[config.mk]
export PLATFORM = sky130hd
export DESIGN_NAME = branch_pc_unit
export DESIGN_NICKNAME = d
export VERILOG_FILES = /design/src/rtl/branch_pc_unit.sv
export SDC_FILE = /design/constraint.sdc
export NUM_CORES = 1
export LEC_CHECK = 0
export CORE_ASPECT_RATIO = 1.2
export CORE_MARGIN = 2
export CORE_UTILIZATION = 35
export CTS_BUF_LIST = sky130_fd_sc_hd__clkbuf_8
export DETAILED_ROUTE_END_ITERATION = 16
export HOLD_SLACK_MARGIN = 0.03
export REMOVE_ABC_BUFFERS = 1
export SYNTH_ARGS = -nofsm -noshare
export SYNTH_HDL_FRONTEND = slang
export SYNTH_SLANG_ARGS = --single-unit
[constraint.sdc]
create_clock -name clk -period 3.1 [get_ports clk]
set_input_delay 0.93 -clock clk [delete_from_list [all_inputs] [get_ports clk]]
set_output_delay 0.93 -clock clk [all_outputs]
set_load 0.01 [all_outputs]
[src/rtl/branch_pc_unit.sv]
// Program-counter unit with a two-cycle conditional branch and a sticky halt.
// Branch operands are captured on acceptance and resolved in a dedicated BRANCH cycle.
module branch_pc_unit #(
    parameter int UUID = 0,
    parameter     NAME = ""
) (
    input  logic       clk,
    input  logic       rst,
    input  logic       instr_valid,
    input  logic [7:0] instr,
    input  logic [7:0] reg0,
    input  logic [7:0] reg3,
    input  logic       halt,
    output logic       instr_ready,
    output logic [7:0] pc,
    output logic       flush,
    output logic [7:0] taken_count,
    output logic       halted
);

    typedef enum logic [1:0] {StRun, StBranch, StHalted} state_e;

    localparam int unused_uuid     = UUID;
    localparam int unused_name_len = $bits(NAME);

    state_e     state_q, state_d;
    logic [7:0] pc_q, pc_d;
    logic       flush_q, flush_d;
    logic [7:0] cnt_q, cnt_d;
    logic [2:0] code_q, code_d;
    logic [7:0] value_q, value_d;
    logic [7:0] target_q, target_d;
    logic       val_zero, val_neg, cond_true;
    logic       unused_instr_bits;

    assign unused_instr_bits = ^instr[5:3];

    assign val_zero = (value_q == 8'h00);
    assign val_neg  = value_q[7];

    always_comb begin
        cond_true = 1'b0;
        case (code_q)
            3'd0:    cond_true = 1'b0;
            3'd1:    cond_true = val_zero;
            3'd2:    cond_true = val_neg;
            3'd3:    cond_true = val_neg | val_zero;
            3'd4:    cond_true = 1'b1;
            3'd5:    cond_true = ~val_zero;
            3'd6:    cond_true = ~val_neg;
            default: cond_true = ~val_neg & ~val_zero;
        endcase
    end

    always_comb begin
        state_d     = state_q;
        pc_d        = pc_q;
        flush_d     = 1'b0;
        cnt_d       = cnt_q;
        code_d      = code_q;
        value_d     = value_q;
        target_d    = target_q;
        instr_ready = (state_q == StRun) && !halt;
        case (state_q)
            StRun: begin
                // halt outranks a valid instruction in the same cycle
                if (halt) begin
                    state_d = StHalted;
                end else if (instr_valid) begin
                    if (instr[7:6] == 2'b11) begin
                        code_d   = instr[2:0];
                        value_d  = reg3;
                        target_d = reg0;
                        state_d  = StBranch;
                    end else begin
                        pc_d = pc_q + 8'd1;
                    end
                end
            end
            StBranch: begin
                if (cond_true) begin
                    pc_d    = target_q;
                    flush_d = 1'b1;
                    if (cnt_q != 8'hFF) cnt_d = cnt_q + 8'd1;
                end else begin
                    pc_d = pc_q + 8'd1;
                end
                state_d = halt ? StHalted : StRun;
            end
            StHalted: state_d = StHalted;
            default:  state_d = StRun;
        endcase
    end

    always_ff @(posedge clk) begin
        if (rst) begin
            state_q  <= StRun;
            pc_q     <= 8'h00;
            flush_q  <= 1'b0;
            cnt_q    <= 8'h00;
            code_q   <= 3'd0;
            value_q  <= 8'h00;
            target_q <= 8'h00;
        end else begin
            state_q  <= state_d;
            pc_q     <= pc_d;
            flush_q  <= flush_d;
            cnt_q    <= cnt_d;
            code_q   <= code_d;
            value_q  <= value_d;
            target_q <= target_d;
        end
    end

    assign pc          = pc_q;
    assign flush       = flush_q;
    assign taken_count = cnt_q;
    assign halted      = (state_q == StHalted);

endmodule

==> key figures <==
Power and ir drop
  – Clock Power Share: 34.7%
  – Max VDD drop: about 0.24 mV
  – Total power divided by cell area: 388 nW/um^2
  – Switching share of power: 23.6%
  – Leakage power: 0.798 nW
  – Portion of total power attributed to sequential cells: 55.1%
  – P_sw: 0.000216 W
  – Internal power: 0.000701 W
  – Part of the total power dissipated in combinational logic: 10.2%

Floorplan
  – Cell row count: 28
  – Count of pins on the block boundary: 47
  – Die W: 69.3 um
  – Starting density of the core: 36.2%
  – Area inside the core boundary: between 4000 and 5000 um^2
  – Total Die Area: around 5700 um^2
  – Height of the chip: 82.3 um

Layout
  – Leading cell types in the layout, fill and taps excluded: sky130_fd_sc_hd__nand2_1 (45), sky130_fd_sc_hd__clkdlybuf4s50_1 (43), sky130_fd_sc_hd__dfxtp_1 (38), sky130_fd_sc_hd__a21oi_1 (27)
  – Layout cell share with drive strength beyond 1: 9.92%
  – Number of antenna cells inserted: 0
  – Layout overhead on the synthesized area: 32.0%
  – Final std cell area, no fill: 2360 um^2
  – Final net count: 292
  – Most common cell after layout, fill and taps aside: sky130_fd_sc_hd__nand2_1

Timing
  – RSZ-0062 raised after global routing: false
  – Peak Freq: around 0.33 GHz
  – Tmin final: 3.06 ns
  – Tcrit/Tclk final: a little over nine tenths
  – Rel. slew slack: roughly 69%
  – Number of hold violations in the final report: 0
  – PnR worst setup slack: 0.0389 ns
  – Actual slew at the worst max-slew pin: 0.465 ns
  – Final count of pins violating max slew: 0
  – Summed negative setup slack over all endpoints: 0 ns
  – Finish-stage setup viols: 0
  – Fin Clk Skew: 0.00551 ns

Detailed routing
  – Detailed-route via count: roughly 1700
  – DRT Wirelength: 4120 um
  – ANT nets after route: 0
  – Remaining DRCs: 0
  – Post-detailed-route via-to-cell ratio: 5.19
  – Routed wire length per instance: approximately 13 um
  – TritonRoute pass-1 iters: 4
  – Count of routing violations after the opening detailed-route iteration: 71

Worst setup path
  – Kind of start point of the critical path: input pin
  – Critical path start-end classification: in2out
  – Crit path required time: 2.17 ns
  – Worst-path fanout max: 2
  – Crit path arrival time: ~2.1 ns
  – CP endpoint kind: output port

CTS
  – Number of clock sinks seen by CTS: 38
  – Clock H-tree levels: 2
  – Quantity of hold-fixing buffers added after cts: 0
  – Clock tree from TritonCTS: done
  – Root Buffer Master: sky130_fd_sc_hd__clkbuf_8
  – Longest Clk Path Bufs: 2
  – Number of buffers added for setup after CTS: 0
  – Total CTS buffers: 5
  – Total of cells resized after clock tree synthesis: 0
  – Worst skew pair latency: 0.29 ns
  – Clock transition at the register clock pins on the worst setup and hold paths after CTS: approximately 0.07 ns

GRT
  – Number of global-route vias before repair: 1482
  – Number of antenna violations at the first check in global routing: 0
  – Total congestion overflow after global routing: 0
  – All-layer global routing usage: 15.6%
  – Maximum number of pins on one net before global-route repair: 21
  – First-pass GRT wire length: 7090 um

Yosys
  – Netlist area before placement: 1790 um^2
  – Number of flops mapped to enable cells by yosys: 0
  – Mapped Avg Cell Area: 8.28 um^2
  – Async SR Flop Fraction: 0%
  – Leading register cell type out of synthesis: sky130_fd_sc_hd__dfxtp_1
  – Sequential-to-total area share from yosys stat: 42.5%
  – Warning count from the yosys run: 0
  – Cell count after synthesis: 216
  – Seq cells post-synth: 38
  – Count of different cell masters after synthesis: 40

Place
  – Placement Setup Slack: 0.0406 ns
  – Gp weighted congestion: 0.739
  – Placed Area: roughly 2300 um^2
  – Total half-perimeter wirelength after legalization and detailed placement: about 2900 um
  – Input/output buffers: 43

Flow run
  – Number of max-capacitance violations reported: 0

Outcome
  – Outcome: completed

Min path
  – Hold crit path type: reg2reg
[layout make-up]
class                      count  area (um^2)
fill                         509         2580
multi-input combinational    163          938
sequential                    38          761
timing repair buffer          53          505
tap                           60         75.1
clock buffer                   5         68.8
clock inverter                 2         10.0
inverter                       1         3.75
[per-stage QoR]
| stage | hold slack, ns | cells | total power (W) | utilization, % |
|---|---|---|---|---|
| finish | 0.457 | 322 | 0.000917 | 47.8 |
| global route | 0.480 | 322 | 0.000967 | 47.8 |
| CTS | 0.459 | 322 | 0.000934 | 47.8 |
| detailed placement | 0.448 | 315 | 0.000611 | 46.2 |
| global placement | 0.444 | 315 | 0.000610 | 46.2 |
| floorplan | 0.425 | 202 | 0.000545 | - |
[logic make-up (layout without fill, tap and decap cells)]
group / after synthesis / count (layout) / synth area share (%)
multiplexers: 5 / 5 / 3.08
AND/OR/NAND/NOR: 104 / 104 / 29.6
AO/OA/AOI/OAI: 50 / 50 / 17.4
flip-flops: 38 / 38 / 42.5
XOR/XNOR: 2 / 2 / 0.979
buffers and inverters: 15 / 61 / 5.04
adder cells (fa/ha/maj): 2 / 2 / 1.40
[worst paths after layout]
path	depth (start not counted)	to	start	slack, ns
max	3	instr_ready	halt	0.04
min	2	value_q[3]	value_q[3]	0.46
max reg2reg	6	taken_count[4]	code_q[0]	1.26
min reg2reg	2	value_q[3]	value_q[3]	0.46
[worst max-delay path, stage by stage]
cell and delay (ns):
sky130_fd_sc_hd__clkdlybuf4s50_1 0.41, sky130_fd_sc_hd__nor3_1 0.21, sky130_fd_sc_hd__clkdlybuf4s50_1 0.58
[state kept, by name, summed over array words and instances (netlist names)]
register,count
taken_count,8
flush,1
state_q,2
value_q,8
pc,8
code_q,3
target_q,8
[cell usage after synthesis (2+ instances only)]
master	count	area, um^2
sky130_fd_sc_hd__nand2_1	45	169
sky130_fd_sc_hd__dfxtp_1	38	761
sky130_fd_sc_hd__a21oi_1	27	135
sky130_fd_sc_hd__nor2_1	10	37.5
sky130_fd_sc_hd__nor2b_1	8	50.1
sky130_fd_sc_hd__a32oi_1	7	61.3
sky130_fd_sc_hd__clkbuf_1	7	26.3
sky130_fd_sc_hd__nand3_1	6	30.0
sky130_fd_sc_hd__o22ai_1	6	37.5
sky130_fd_sc_hd__and2_1	4	25.0
sky130_fd_sc_hd__and4_1	4	35.0
sky130_fd_sc_hd__nor3_1	4	20.0
sky130_fd_sc_hd__nor4_1	4	25.0
sky130_fd_sc_hd__a31oi_1	3	18.8
sky130_fd_sc_hd__and3_1	3	18.8
sky130_fd_sc_hd__buf_6	3	33.8
sky130_fd_sc_hd__mux2_2	3	33.8
sky130_fd_sc_hd__nand4_1	3	18.8
sky130_fd_sc_hd__nor4b_1	3	26.3
sky130_fd_sc_hd__or2_2	3	18.8
sky130_fd_sc_hd__buf_2	2	10.0
sky130_fd_sc_hd__ha_1	2	25.0
sky130_fd_sc_hd__nand2b_1	2	12.5
sky130_fd_sc_hd__o31ai_1	2	15.0
sky130_fd_sc_hd__or4_1	2	15.0
[power groups by stage]
stage / sequential (W) / clock [W] / combinational, W
6_report: 0.000505 / 0.000318 / 0.0000938
5_1_grt: 0.000507 / 0.000357 / 0.000103
4_1_cts: 0.000505 / 0.000335 / 0.0000947
3_5_place_dp: 0.000516 / 0 / 0.0000946
3_3_place_gp: 0.000516 / 0 / 0.0000938
2_1_floorplan: 0.000515 / 0 / 0.0000301
[metal layers]
| metal | routed length (um) | vias to the layer above | track usage, % |
|---|---|---|---|
| met1 | 1870 | 761 | 19.0 |
| met2 | 2020 | 39 | 26.3 |
| li1 | - | 866 | - |
| met4 | 43 | 0 | 6.47 |
| met5 | 0 | - | 0 |
| met3 | 190 | 5 | 4.37 |
Power figures use the tool's default switching activity.
